### config.mk
export PLATFORM = sky130hd
export DESIGN_NAME = offload_frame_packer_flat
export DESIGN_NICKNAME = d
export VERILOG_FILES = /design/src/rtl/offload_frame_packer_if.sv /design/src/rtl/offload_frame_packer.sv /design/src/flat_wrapper.sv
export SDC_FILE = /design/constraint.sdc
export NUM_CORES = 2
export LEC_CHECK = 0
export ABC_AREA = 1
export BUFFER_PORTS_ARGS = -buffer_cell sky130_fd_sc_hd__buf_2
export CAP_MARGIN = 40
export CORE_ASPECT_RATIO = 1.5
export CORE_UTILIZATION = 40
export CTS_CLUSTER_DIAMETER = 30
export DETAILED_ROUTE_END_ITERATION = 16
export PLACE_DENSITY = 0.7
export RECOVER_POWER = 100
export SLEW_MARGIN = 20
export SYNTH_ARGS = -nofsm -noshare
export SYNTH_HDL_FRONTEND = slang
export SYNTH_SLANG_ARGS = --single-unit
export TNS_END_PERCENT = 50
### constraint.sdc
create_clock -name clk -period 10.35 [get_ports clk]
set_clock_uncertainty 0.2 [all_clocks]
set_input_delay 0.5175 -clock clk [delete_from_list [all_inputs] [get_ports clk]]
set_output_delay 0.5175 -clock clk [all_outputs]
set_load 0.02 [all_outputs]
### src/rtl/offload_frame_packer_if.sv
// AXI-Stream bundle shared by the packer's 64-bit input and 512-bit output.
// The instantiating level picks the data width; keep is one bit per byte.
interface offload_frame_packer_if #(
    parameter int DATA_W = 64
);
    localparam int KEEP_W = DATA_W / 8;

    logic              tvalid;
    logic              tready;
    logic [DATA_W-1:0] tdata;
    logic [KEEP_W-1:0] tkeep;
    logic              tlast;

    modport master (output tvalid, tdata, tkeep, tlast, input tready);
    modport slave  (input tvalid, tdata, tkeep, tlast, output tready);
endinterface

### src/rtl/offload_frame_packer.sv
// Packs eight 64-bit DMA beats into one 512-bit frame, checks it (full keep,
// magic word in word 15, no early tlast) and forwards only good frames through
// a single-entry output buffer. Dropped frames bump a saturating counter.
module offload_frame_packer #(
    parameter logic [31:0] PKT_MAGIC = 32'h0FFA_0FFB,
    parameter int          ERR_WIDTH = 16
) (
    input  logic                   clk,
    input  logic                   reset_n,
    offload_frame_packer_if.slave  s_axis,   // 64-bit beats from the DMA
    offload_frame_packer_if.master m_axis,   // 512-bit frames to the offload core
    output logic [ERR_WIDTH-1:0]   err_count,
    output logic [3:0]             dbg
);

    // Beats 0..6 are held here; beat 7 goes straight into the output register
    // together with this assembly, so only 7 beats of storage are needed.
    logic [447:0]          asm_q, asm_d;
    logic [2:0]            idx_q, idx_d;
    logic                  bad_q, bad_d;
    logic [511:0]          out_data_q, out_data_d;
    logic                  out_valid_q, out_valid_d;
    logic                  out_last_q, out_last_d;
    logic [ERR_WIDTH-1:0]  err_q, err_d;
    logic                  drop_q, drop_d;

    logic s_ready;
    logic beat_ok;
    logic closing;
    logic early_last;
    logic keep_bad;
    logic frame_good;

    // Next-state logic: beat acceptance, frame close/validation, output buffer, drop count.
    always_comb begin
        // NOTE: every variable gets a default first so no path leaves it unassigned (no latches).
        idx_d       = idx_q;
        bad_d       = bad_q;
        asm_d       = asm_q;
        out_data_d  = out_data_q;
        out_valid_d = out_valid_q;
        out_last_d  = out_last_q;
        err_d       = err_q;
        drop_d      = drop_q;

        // Only the closing beat can be held off by a full output buffer.
        s_ready    = reset_n && (idx_q != 3'd7 || !out_valid_q || m_axis.tready);
        beat_ok    = s_axis.tvalid && s_ready;
        closing    = beat_ok && (idx_q == 3'd7);
        early_last = beat_ok && (idx_q != 3'd7) && s_axis.tlast;
        keep_bad   = (s_axis.tkeep != 8'hFF);
        frame_good = !bad_q && !keep_bad && (s_axis.tdata[63:32] == PKT_MAGIC);

        if (beat_ok) begin
            if (idx_q != 3'd7) begin
                asm_d[{idx_q, 6'd0} +: 64] = s_axis.tdata;
            end
            idx_d = idx_q + 3'd1;
            bad_d = bad_q || keep_bad;
        end

        // A short transfer abandons the partial frame and realigns to beat 0.
        if (early_last) begin
            idx_d = 3'd0;
            bad_d = 1'b0;
        end

        if (closing) begin
            bad_d = 1'b0;
        end

        // Handshake empties the buffer; a frame closing in the same cycle refills it.
        if (out_valid_q && m_axis.tready) begin
            out_valid_d = 1'b0;
        end
        if (closing && frame_good) begin
            out_valid_d = 1'b1;
            out_data_d  = {s_axis.tdata, asm_q};
            out_last_d  = s_axis.tlast;
            drop_d      = 1'b0;
        end
        if (closing && !frame_good) begin
            drop_d = 1'b1;
        end

        if (((closing && !frame_good) || early_last) && (err_q != '1)) begin
            err_d = err_q + ERR_WIDTH'(1);
        end
    end

    // Control and output state with synchronous active-low reset.
    always_ff @(posedge clk) begin
        // NOTE: sequential state uses non-blocking assignments so all flops update together.
        if (!reset_n) begin
            idx_q       <= 3'd0;
            bad_q       <= 1'b0;
            out_data_q  <= '0;
            out_valid_q <= 1'b0;
            out_last_q  <= 1'b0;
            err_q       <= '0;
            drop_q      <= 1'b0;
        end else begin
            idx_q       <= idx_d;
            bad_q       <= bad_d;
            out_data_q  <= out_data_d;
            out_valid_q <= out_valid_d;
            out_last_q  <= out_last_d;
            err_q       <= err_d;
            drop_q      <= drop_d;
        end
    end

    // Assembly datapath register.
    always_ff @(posedge clk) begin
        // NOTE: no reset here; every slot is rewritten before a frame can close and read it.
        asm_q <= asm_d;
    end

    // Output mapping.
    always_comb begin
        s_axis.tready = s_ready;
        m_axis.tvalid = out_valid_q;
        m_axis.tdata  = out_data_q;
        m_axis.tlast  = out_last_q;
        m_axis.tkeep  = {64{out_valid_q}};
        err_count     = err_q;
        dbg           = {(err_q != '0), drop_q, out_valid_q, (idx_q != 3'd0)};
    end

endmodule

### src/flat_wrapper.sv
// flat-port wrapper written by rule: the top's interface ports become plain ports
module offload_frame_packer_flat 
#(
    parameter logic [31:0] PKT_MAGIC = 32'h0FFA_0FFB,
    parameter int          ERR_WIDTH = 16
)
  (clk, reset_n, err_count, dbg, s_axis_tvalid, s_axis_tdata, s_axis_tkeep, s_axis_tlast, s_axis_tready, m_axis_tvalid, m_axis_tdata, m_axis_tkeep, m_axis_tlast, m_axis_tready);
  offload_frame_packer_if #(.DATA_W(64)) s_axis_i ();
  offload_frame_packer_if #(.DATA_W(512)) m_axis_i ();
  input  logic clk;
  input  logic reset_n;
  output logic [ERR_WIDTH-1:0] err_count;
  output logic [3:0] dbg;
  input wire logic [$bits(s_axis_i.tvalid)-1:0] s_axis_tvalid;
  input wire logic [$bits(s_axis_i.tdata)-1:0] s_axis_tdata;
  input wire logic [$bits(s_axis_i.tkeep)-1:0] s_axis_tkeep;
  input wire logic [$bits(s_axis_i.tlast)-1:0] s_axis_tlast;
  output wire logic [$bits(s_axis_i.tready)-1:0] s_axis_tready;
  output wire logic [$bits(m_axis_i.tvalid)-1:0] m_axis_tvalid;
  output wire logic [$bits(m_axis_i.tdata)-1:0] m_axis_tdata;
  output wire logic [$bits(m_axis_i.tkeep)-1:0] m_axis_tkeep;
  output wire logic [$bits(m_axis_i.tlast)-1:0] m_axis_tlast;
  input wire logic [$bits(m_axis_i.tready)-1:0] m_axis_tready;
  assign s_axis_i.tvalid = s_axis_tvalid;
  assign s_axis_i.tdata = s_axis_tdata;
  assign s_axis_i.tkeep = s_axis_tkeep;
  assign s_axis_i.tlast = s_axis_tlast;
  assign s_axis_tready = s_axis_i.tready;
  assign m_axis_tvalid = m_axis_i.tvalid;
  assign m_axis_tdata = m_axis_i.tdata;
  assign m_axis_tkeep = m_axis_i.tkeep;
  assign m_axis_tlast = m_axis_i.tlast;
  assign m_axis_i.tready = m_axis_tready;
  offload_frame_packer #(.PKT_MAGIC(PKT_MAGIC), .ERR_WIDTH(ERR_WIDTH)) u_core (.clk(clk), .reset_n(reset_n), .s_axis(s_axis_i), .m_axis(m_axis_i), .err_count(err_count), .dbg(dbg));
endmodule
==> results.md <==
* Status: complete, but fails checks
* Failing checks: max-capacitance violations, max-slew violations
* RSZ-0062 raised after global routing: false
* Clk pwr share at 52.9%
* Port-buffer cells at 675
* Setup repair bufs after CTS at 0
* Commonest cells after routing, fill and taps aside: nor2_1, clkbuf_1, dfxtp_1, o21ai_0, edfxtp_1
* Initial Util at 40.3%
* Clock slew at reported path FFs at 0.04 ns
* H-Tree Level Count at 4
* Drt total wl at 113,000 µm
* Critical Path End Type: register
* Via count at 27,682
* Avg Cell Area, Syn at 10.0 µm²
* Final period utilization at 73.3%
* WL/cell at 21.0 µm
* Post-Syn Instances at 3,529
* Clk Latency, worst-skew pair at 0.74 ns
* Total CTS buffers at 137
* Site row count at 133
* Total GRT Usage at 24.8%
* Cell variety after synth at 27
* DP Wirelength at 72,800 µm
* Top cell type's share of synthesized area at 38.1%
* Switching Power at 2.09 mW
* Setup-failing EPs final at 0
* Slew @ Worst Pin at 3.17 ns
* Mapped Area at 0.0353 mm²
* Seq pwr share at 44.3%
* Global-route wire length before repair at 165,000 µm
* WHS Path Cells at 3
* Die width at 245 µm
* Cell area after layout at 0.0437 mm²
* Min Clock Period, post-route at 7.59 ns
* Pin count of the biggest net entering global routing at 272
* DP Area at 0.0393 mm²
* CTS tree: yes
* Worst r2r src: u_core.idx_q[0]
* Final net count at 4,206
* Deepest clock path buffer count at 3
* Crit Path Class: reg2reg
* Iter 0 DRT Violations at 2,068
* Critical Path RT at 10.54 ns
* I/O pin total at 676
* Root Driver: clkbuf_16
* Switching Fraction at 22.8%
* Worst relative slew slack at -112%
* Hold endpoint: u_core.asm_q[324]
* CTS Sinks at 983
* Pwr per Cell Area at 210 mW/mm²
* DR vias/cell at 5.14
* Die Y-Extent at 366 µm
* GP Congestion at 0.832
* Hold WC Path Type: in2reg
* Cell internal pwr at 7.09 mW
* Core Box Area at 0.0875 mm²
* Mapped Nets at 3,612
* Cell leakage power at 17.5 nW
* Max Fanout on Critical Path at 41
* Worst hold slack at 0.0698 ns
* DRC at 0
* Reg2Reg Capture Point: u_core.asm_q[329]
* Fin. Hold Viols at 0
* Commonest non-fill, non-tap cell in the layout: nor2_1
* Share of layout cells above drive strength 1 at 8.81%
* Max Slew Vio Count at 394
* Sequential cell area fraction in the yosys report at 68.4%
* Die area at 0.0895 mm²
* Worst Reg2Reg Path Length in Cells at 11
* Warnings, synthesis at 0
* Startpoint types: register
* Max Cap Viol at 11
* Synth area leaders: edfxtp_1, dfxtp_1, nor2_1
* Initial antenna violation count at 1
* Number of nets with antenna violations after routing at 0
* Setup TNS at 0 ns
* Critical Path AT at 7.78 ns
* FF-to-FF setup slack at 2.76 ns
* Area growth, synth to finish at 23.8%
* 1st-pass router iterations at 7
* Logic pwr share at 2.8%
* Tot Pwr at 9.18 mW
* Yosys reg bits at 983
* Hold Path Origin: s_axis_tdata[4]
* F_max at 132 MHz
* Synth area leader: edfxtp_1
* IR drop worst, VDD at 170 µV
* Global route total overflow at 0
* Vias in the first global route at 26,750
-- metrics by stage --
stage / setup WS (ns) / instances / util, %
3_3_place_gp: 3.29 / 5064 / 44.4
4_1_cts: 4.20 / 5375 / 50.9
3_5_place_dp: 4.18 / 5086 / 44.9
6_report: 2.76 / 5383 / 50.0
2_1_floorplan: 2.89 / 3529 / -
5_1_grt: 2.43 / 5383 / 50.0
-- worst max-delay path, stage by stage (launching register included) --
cell and delay, ns:
dfxtp_1 0.94, clkbuf_1 1.01, inv_1 0.55, buf_12 0.35
ha_1 0.94, buf_16 0.24, inv_1 0.14, nor2_1 0.16
inv_1 0.62, nor3_1 0.39, clkbuf_1 1.29, buf_16 0.33
-- worst max-delay path by stage --
stage,slack [ns],to,cells past startpoint,startpoint
3_3_place_gp,3.29,u_core.asm_q[263],8,u_core.idx_q[0]
4_1_cts,4.20,u_core.asm_q[263],10,u_core.idx_q[0]
2_1_floorplan,2.89,u_core.asm_q[384],13,u_core.idx_q[0]
3_5_place_dp,4.18,u_core.asm_q[263],10,u_core.idx_q[0]
5_1_grt,2.43,u_core.m_axis.tdata[295],10,u_core.idx_q[0]
6_report,2.76,u_core.asm_q[329],11,u_core.idx_q[0]
-- cells by family after synthesis --
kind of cell | after synthesis | share of synthesized area [%]
AO/OA/AOI/OAI | 557 | 8.06
adder cells (fa/ha/maj) | 6 | 0.213
buffers and inverters | 424 | 5.77
flip-flops | 983 | 68.4
AND/OR/NAND/NOR | 1559 | 17.5
-- cell usage after synthesis (all sizes together) --
cell	n
nor2	1242
clkinv	1
inv	112
ha	6
clkbuf	165
nand3	73
buf	146
dfxtp	535
nand2	68
nand4	4
o21a	23
o21ai	481
and2	1
nand3b	3
a21oi	52
nor3	164
edfxtp	448
or2	1
nor3b	1
nor4	2
o211ai	1
-- routing by layer --
layer	up-vias	share of wire, %	GRT usage, %	routed length (µm)
met5	-	0	0	0
met4	0	5.1	14.2	5820
met3	287	7.8	5.46	8860
met2	1236	49	41.8	55600
met1	13308	38	28.8	42900
li1	12851	-	-	-
-- power groups by stage --
| stage | Clock (mW) | Combinational, mW | Sequential [mW] |
|---|---|---|---|
| after floorplan | 0 | 0.117 | 4.15 |
| after global placement | 0 | 0.228 | 4.15 |
| after detailed placement | 0 | 0.249 | 4.15 |
| after CTS | 4.92 | 0.262 | 4.07 |
| after global routing | 5.08 | 0.275 | 4.07 |
| final | 4.85 | 0.260 | 4.07 |
-- sequential cells by signal (all words and copies together) (netlist names) --
signal	cells
u_core.m_axis.tdata	512
u_core.asm_q	448
u_core.err_count	16
u_core.idx_q	3
u_core.bad_q	1
u_core.drop_q	1
u_core.m_axis.tlast	1
u_core.m_axis.tvalid	1
-- cell type report --
type	instances	area [µm²]
fillers	8265	43800
flip-flops and latches	983	24200
multi-input cells	2122	9180
clock buffers	160	3750
repair buffers	766	3720
well taps	1147	1440
clock inverters	91	1060
inverters	113	427
diodes	1	2.50
-- timing repair --
item / 4_1_cts / 5_1_grt
hold buffers: 38 / 0
resized for setup: 0 / 0
endpoints found under the hold margin: 137 / 0
(Power assumes the default switching activity.)
